[config.mk]
export PLATFORM = sky130hd
export DESIGN_NAME = idli_sqi_ctrl
export DESIGN_NICKNAME = d
export VERILOG_FILES = /design/src/rtl/idli_sqi_ctrl.sv
export SDC_FILE = /design/constraint.sdc
export NUM_CORES = 1
export LEC_CHECK = 0
export CAP_MARGIN = 20
export CORE_ASPECT_RATIO = 2
export CORE_MARGIN = 3
export CORE_UTILIZATION = 42
export DETAILED_ROUTE_END_ITERATION = 7
export PLACE_DENSITY = 0.72
export SKIP_LAST_GASP = 1
export SLEW_MARGIN = 20
export SYNTH_ARGS = -nofsm -noshare
export SYNTH_HDL_FRONTEND = slang
export SYNTH_SLANG_ARGS = --single-unit
[constraint.sdc]
create_clock -name i_clk -period 1.55 [get_ports i_clk]
set_input_delay 0.31 -clock i_clk [delete_from_list [all_inputs] [get_ports i_clk]]
set_output_delay 0.31 -clock i_clk [all_outputs]
set_load 0.03 [all_outputs]
[src/rtl/idli_sqi_ctrl.sv]
// SQI transaction sequencer for the lockstepped LO/HI memories: cmd, addr, dummy, data, deselect.
// Optional IDLI_SQI_RD_PIPE_EN adds a second read capture stage and a 2-cycle DESEL.
module idli_sqi_ctrl #(
    parameter int ADDR_W       = 16,
    parameter int DUMMY_CYCLES = 2,
    localparam int SQI_NUM     = 2
) (
    input  logic                 i_clk,
    input  logic                 i_rst_n,
    input  logic                 i_req_vld,
    output logic                 o_req_rdy,
    input  logic [ADDR_W-1:0]    i_req_addr,
    input  logic                 i_req_wr,
    input  logic                 i_end,
    input  logic [7:0]           i_wr_data,
    output logic                 o_wr_rdy,
    output logic                 o_rd_vld,
    output logic [SQI_NUM*4-1:0] o_rd_data,
    output logic                 o_sqi_cs_n,
    output logic                 o_sqi_sck_en,
    output logic                 o_sqi_oe,
    output logic [SQI_NUM*4-1:0] o_sqi_sio,
    input  logic [SQI_NUM*4-1:0] i_sqi_sio
);

    typedef enum logic {
        SQI_MEM_LO = 1'b0,
        SQI_MEM_HI = 1'b1
    } sqi_mem_t;

    localparam int NIB_N = ADDR_W / 4;
    localparam int CNT_W = 8;
`ifdef IDLI_SQI_RD_PIPE_EN
    localparam int DESEL_N = 2;
`else
    localparam int DESEL_N = 1;
`endif
    localparam int HI_B = int'(SQI_MEM_HI) * 4;
    localparam int LO_B = int'(SQI_MEM_LO) * 4;

    typedef enum logic [2:0] {
        ST_IDLE,
        ST_CMD,
        ST_ADDR,
        ST_DUMMY,
        ST_DATA,
        ST_DESEL
    } state_t;

    state_t               state_q, state_d;
    logic [CNT_W-1:0]     cnt_q, cnt_d;
    logic [ADDR_W-1:0]    addr_q, addr_d;
    logic                 wr_q, wr_d;
    logic [3:0]           nib;
    logic [SQI_NUM*4-1:0] sio;
    logic                 rd_cap;

    always_ff @(posedge i_clk) begin
        if (!i_rst_n) begin
            state_q <= ST_IDLE;
            cnt_q   <= '0;
            addr_q  <= '0;
            wr_q    <= 1'b0;
        end else begin
            state_q <= state_d;
            cnt_q   <= cnt_d;
            addr_q  <= addr_d;
            wr_q    <= wr_d;
        end
    end

    always_comb begin
        state_d    = state_q;
        cnt_d      = cnt_q + 1'b1;
        addr_d     = addr_q;
        wr_d       = wr_q;
        o_req_rdy  = 1'b0;
        o_sqi_cs_n = 1'b0;
        o_sqi_oe   = 1'b0;
        o_wr_rdy   = 1'b0;
        rd_cap     = 1'b0;
        nib        = 4'h0;
        sio        = '0;
        unique case (state_q)
            ST_IDLE: begin
                o_req_rdy  = 1'b1;
                o_sqi_cs_n = 1'b1;
                cnt_d      = '0;
                if (i_req_vld) begin
                    state_d = ST_CMD;
                    addr_d  = i_req_addr;
                    wr_d    = i_req_wr;
                end
            end
            ST_CMD: begin
                // 0x02 write / 0x03 read: high nibble 0, then {001, rd}
                o_sqi_oe = 1'b1;
                nib      = cnt_q[0] ? {3'b001, !wr_q} : 4'h0;
                sio      = {SQI_NUM{nib}};
                if (cnt_q[0]) begin
                    state_d = ST_ADDR;
                    cnt_d   = '0;
                end
            end
            ST_ADDR: begin
                o_sqi_oe = 1'b1;
                nib      = addr_q[ADDR_W-1 -: 4];
                sio      = {SQI_NUM{nib}};
                addr_d   = addr_q << 4;
                if (cnt_q == CNT_W'(NIB_N - 1)) begin
                    state_d = wr_q ? ST_DATA : ST_DUMMY;
                    cnt_d   = '0;
                end
            end
            ST_DUMMY: begin
                if (cnt_q == CNT_W'(DUMMY_CYCLES - 1)) begin
                    state_d = ST_DATA;
                    cnt_d   = '0;
                end
            end
            ST_DATA: begin
                o_sqi_oe = wr_q;
                o_wr_rdy = wr_q;
                rd_cap   = !wr_q;
                if (wr_q) begin
                    sio[HI_B +: 4] = i_wr_data[7:4];
                    sio[LO_B +: 4] = i_wr_data[3:0];
                end
                if (i_end) begin
                    state_d = ST_DESEL;
                    cnt_d   = '0;
                end
            end
            ST_DESEL: begin
                o_sqi_cs_n = 1'b1;
                if (cnt_q == CNT_W'(DESEL_N - 1)) begin
                    state_d = ST_IDLE;
                    cnt_d   = '0;
                end
            end
            default: begin
                state_d = ST_IDLE;
            end
        endcase
    end

    assign o_sqi_sck_en = !o_sqi_cs_n;
    assign o_sqi_sio    = sio;

    logic                 rd_vld_q;
    logic [SQI_NUM*4-1:0] rd_data_q;

`ifdef IDLI_SQI_RD_PIPE_EN
    logic                 rd_vld_p_q;
    logic [SQI_NUM*4-1:0] rd_data_p_q;

    // Pad-side register runs free; the valid flag travels alongside it
    always_ff @(posedge i_clk) begin
        if (!i_rst_n) begin
            rd_vld_p_q  <= 1'b0;
            rd_data_p_q <= '0;
            rd_vld_q    <= 1'b0;
            rd_data_q   <= '0;
        end else begin
            rd_vld_p_q  <= rd_cap;
            rd_data_p_q <= i_sqi_sio;
            rd_vld_q    <= rd_vld_p_q;
            if (rd_vld_p_q) begin
                rd_data_q <= rd_data_p_q;
            end
        end
    end
`else
    always_ff @(posedge i_clk) begin
        if (!i_rst_n) begin
            rd_vld_q  <= 1'b0;
            rd_data_q <= '0;
        end else begin
            rd_vld_q <= rd_cap;
            if (rd_cap) begin
                rd_data_q <= i_sqi_sio;
            end
        end
    end
`endif

    assign o_rd_vld  = rd_vld_q;
    assign o_rd_data = rd_data_q;

endmodule

Yosys cells after proc, flatten, opt, wreduce, memory -nomap -nowiden
Index checks and enable logic that the tools add are counted.
{ "word_totals": {"reg_bits": 37, "in_bits": 37} }
{ "op_classes": {"addsub": 1, "eq_ne": 13, "n_mux": 24, "reduce_logical": 10} }
{ "op_table": {"columns": ["op", "count"], "rows": [
  ["8-bit 2-to-1 mux", 6],
  ["8-bit one-hot mux with 6 select lines", 1],
  ["16-bit one-hot mux with 2 select lines", 1],
  ["8-bit one-hot mux with 3 select lines", 1],
  ["3-bit 2-to-1 mux", 7],
  ["3-bit one-hot mux with 6 select lines", 1],
  ["16-bit 2-to-1 mux", 1],
  ["2-bit inequality test (second input constant)", 6],
  ["8-bit by 1-bit adder with 8-bit output (second input constant)", 1],
  ["8-bit by 1-bit == test with 1-bit output (second input constant)", 1],
  ["8-bit by 2-bit == test with 1-bit output (second input constant)", 1],
  ["8-bit zero test", 1],
  ["3-bit by 2-bit == test with 1-bit output (second input constant)", 2],
  ["3-bit == test (second input constant)", 2],
  ["6-bit AND reduction", 1],
  ["1-bit 2-to-1 mux", 4],
  ["2-bit AND reduction", 2],
  ["2-bit OR reduction", 2],
  ["3-bit by 1-bit == test with 1-bit output (second input constant)", 1],
  ["3-bit zero test", 1],
  ["1-bit zero test", 2],
  ["2-bit 2-to-1 mux", 1],
  ["1-bit one-hot mux with 2 select lines", 1],
  ["2-bit nonzero test", 1]
]} }

Depth between registers and ports, before layout
{ "depth": {"ltp_word": 4, "ltp_mapped": 6} }

Least setup slack after synthesis
OpenSTA, ideal clock, no wires.
{ "synth_path": {"path_kind": "reg2out", "from": "reg state_q[0]", "to": "out o_sqi_oe", "arrival_time_ns": 1.521, "required_time_ns": 1.240, "path_slack_ns": -0.281, "stages_incl_launch_ff": 6, "path_buffers": 2, "cell_sequence": "dfxtp_1 -> buf_4 -> nor2_1 -> and3_1 -> buf_2 -> or3_1"} }
{ "synth_between": {"elab_chain_cells": 3, "elab_cells_between_ends": 5, "cone_classes": "eq/ne: 3; mux: 1; reduce/logical: 1"} }
{ "synth_rtl": {"columns": ["item", "line", "text"], "rows": [
  ["start: declaration", "50", "state_t state_q, state_d;"],
  ["start signal: assignment", "65", "state_q <= state_d;"],
  ["3-bit by 2-bit == test with 1-bit output / 3-bit by 1-bit == test with 1-bit output (equally long branches)", "84", "unique case (state_q)"],
  ["2-bit OR reduction (no source line)", null, null],
  ["1-bit one-hot mux with 2 select lines *", "84", null],
  ["end: declaration", "21", "output logic o_sqi_oe,"]
]} }
Mark *: on every way between the ends. The rest lies on a longest branch, timed or not.

Final worst setup path
{ "layout_path": {"from": "reg state_q[2]", "to": "out o_sqi_sio[4]"} }
{ "layout_between": {"elab_chain_cells": 2, "elab_cells_between_ends": 4, "cone_classes": "eq/ne: 3; mux: 1"} }
{ "layout_rtl": {"columns": ["item", "line", "text"], "rows": [
  ["3-bit == test, or another cell as far along", "84", null],
  ["8-bit one-hot mux with 3 select lines *", "84", null],
  ["end: declaration", "22", "output logic [SQI_NUM*4-1:0] o_sqi_sio,"]
]} }
Marked as above.

==> metrics.txt <==
outcome=complete, but fails checks; failing checks=negative setup slack; Clk pin slew, worst setup/hold paths=0.08 ns; sequential fraction of the synthesis area=0.384; post-detailed-route count of antenna-violating nets=0; largest cells by area after synthesis=dfxtp_1, nand2_1, a311oi_1; Post-DP Area=2860 µm²; GPL Wtd Cong=0.854; ANT cells=0; Avg WL per Cell=20.3 µm; Die Ht=102 µm; Inst Count DP=370; non-filler cells in the finished layout=404; setup TNS=-6.18 ns; Post-synth EDFFs=0; Synth Area per Inst=8.27 µm²; period utilisation layout=1.22; first-pass GRT wire length=10800 µm; Slew HR=0.673; synth unique cells=47; Post-DP HPWL=4250 µm; GRT Total Usage=0.270; Syn. warnings=0; Core Util, Final=0.854; CP max stage cell=dfxtp_2; Area growth syn-to-layout=94.1%; FF+latch count, synth=37; required time of the worst setup path=1.24 ns; total of fill cells in the finished design=213; final-stage net count=390; Startpoint Class=register; Place WS=-0.295 ns; final setup fails=34; Worst-Skew Late Latency=0.30 ns; Initial Util=0.440; CTS Hold Buffers Added=0; ys async rst share=0; syn nets=274; DR iter-0 viols=90; crit path time final=1.90 ns; slowest stage delay, CP=0.35 ns; Die Wd=53.9 µm; Min Hold Slack=0.460 ns; Pins Over Slew Limit=0; port bufs=58; Detailed Routing Iterations Pass 1=4; final hold vios=0; Leakage=1.58 nW; Routed WL=8190 µm; crit end category=output pin; RSZ-0062 raised after global routing=yes; Synth top cells by count=nand2_1, dfxtp_1, nor2_1, a21oi_1, a311oi_1; crit-path cells=nand2b_1 -> nor2_2 -> buf_6 -> o2bb2ai_4 -> a21o_1 -> buf_6; CTS tree=done; routed via count=2297; Yosys top cell by area=dfxtp_1; area occupied by multi-input gates=1570 µm²; maximum clock rate=527 MHz; Die ar.=5490 µm²; crit-path most repeated cell=buf_6; core area=4380 µm²; largest net degree at the start of global routing=36; clock skew=0.0127 ns; critical-path maximum fanout=6; grt ovf=0; prevailing post-synth register cell=dfxtp_1; CP Data Arrival Time=1.59 ns; Design Power=6.80 mW; PD cells=1820 nW/µm²; post-route cell area=3740 µm²; CTS sink cnt=37; antenna violations before repair=0; worst slew pin tran=0.487 ns; Hold Crit Class=register to register; Setup Crit Path Kind=register to output pin; Max H-tree Level=2; # rows=34; VDD IR max=1.49 mV; mapped cell area=1930 µm²; Cells after Synth=233; top-count cell post-synth=nand2_1; top-level I/O count=59; clock buffer depth=2; Reg area=754 µm²; share of post-route cells with drive strength above 1=0.506; Inserted Clock Buffers=5; setup ws final=-0.347 ns; Max-Cap Viols=0; number of vias per cell=5.69; Post-route DRC=0; share of the synthesized area in the top cell type=0.384; clk root buf=clkbuf_8; vias in the first global route=2241
## registers in the layout, summed over array words and instances (netlist names)
name / cells
addr_q: 16
cnt_q: 8
o_rd_data: 8
state_q: 3
o_rd_vld: 1
wr_q: 1
## path summary, 6_finish.rpt
check | start | endpoint | slack, ns | cells after the start
worst max-delay path | state_q[2] | o_sqi_sio[4] | -0.35 | 6
worst min-delay path | o_rd_data[6] | o_rd_data[6] | 0.46 | 2
worst max register to register | cnt_q[0] | state_q[0] | -0.25 | 8
worst min register to register | o_rd_data[6] | o_rd_data[6] | 0.46 | 2
## layer usage
layer,vias to the layer above,track usage,share of wire
met5,-,0,0
met4,0,0.136,0.066
met3,42,0.0295,0.033
met2,90,0.501,0.56
met1,1100,0.280,0.34
li1,1065,-,-
## layout by cell type, fill, tap and decap left out, drive strengths merged, types with 7 or more instances in the layout
master,Yosys,layout
a21oi,15,15
a311oi,14,14
buf,9,76
clkbuf,4,7
clkdlybuf4s50,0,36
dfxtp,37,37
dlygate4sd2,0,9
nand2,56,56
nor2,20,20
nor3,8,8
## layout make-up
class / count / area share
Sequential cell: 37 / 0.202
Clock inverter: 2 / 0.00970
Tap cell: 54 / 0.0181
Clock buffer: 6 / 0.0221
Timing Repair Buffer: 122 / 0.323
Multi-Input combinational cell: 177 / 0.419
Inverter: 6 / 0.00602
## worst max-delay path: cells and delay by family, from the launching register on
family                 cells  cell delay [ns]
AND/OR/NAND/NOR            2             0.38
AO/OA/AOI/OAI              2             0.25
buffers and inverters      2             0.31
flip-flops                 1             0.35
## timing repair
| action | in CTS | in global routing |
|---|---|---|
| endpoints found under the setup margin | 33 | 49 |
| setup buffers | 14 | 14 |
| gates cloned | 1 | 1 |
| pin swaps | 22 | 44 |
| endpoints found under the hold margin | 0 | 0 |
| resized for setup | 79 | 73 |
## kinds of logic after synthesis
| kind of cell | after synthesis | share of synthesized area |
|---|---|---|
| AOI/OAI and AO/OA | 52 | 0.219 |
| buffers and inverters | 19 | 0.0467 |
| muxes | 2 | 0.0110 |
| xor gates and xnor gates | 4 | 0.0182 |
| DFF | 37 | 0.384 |
| adders and majority gates | 4 | 0.0260 |
| and+or+nand+nor | 115 | 0.294 |
## report_power, final
group / internal (mW) / switching [mW] / leakage [nW]
logic: 2.23 / 2.29 / 1.21
clock network: 0.525 / 0.375 / 0.0617
registers: 1.18 / 0.208 / 0.305
total: 3.93 / 2.87 / 1.58
Note: power is estimated with default switching activity, not from simulation.
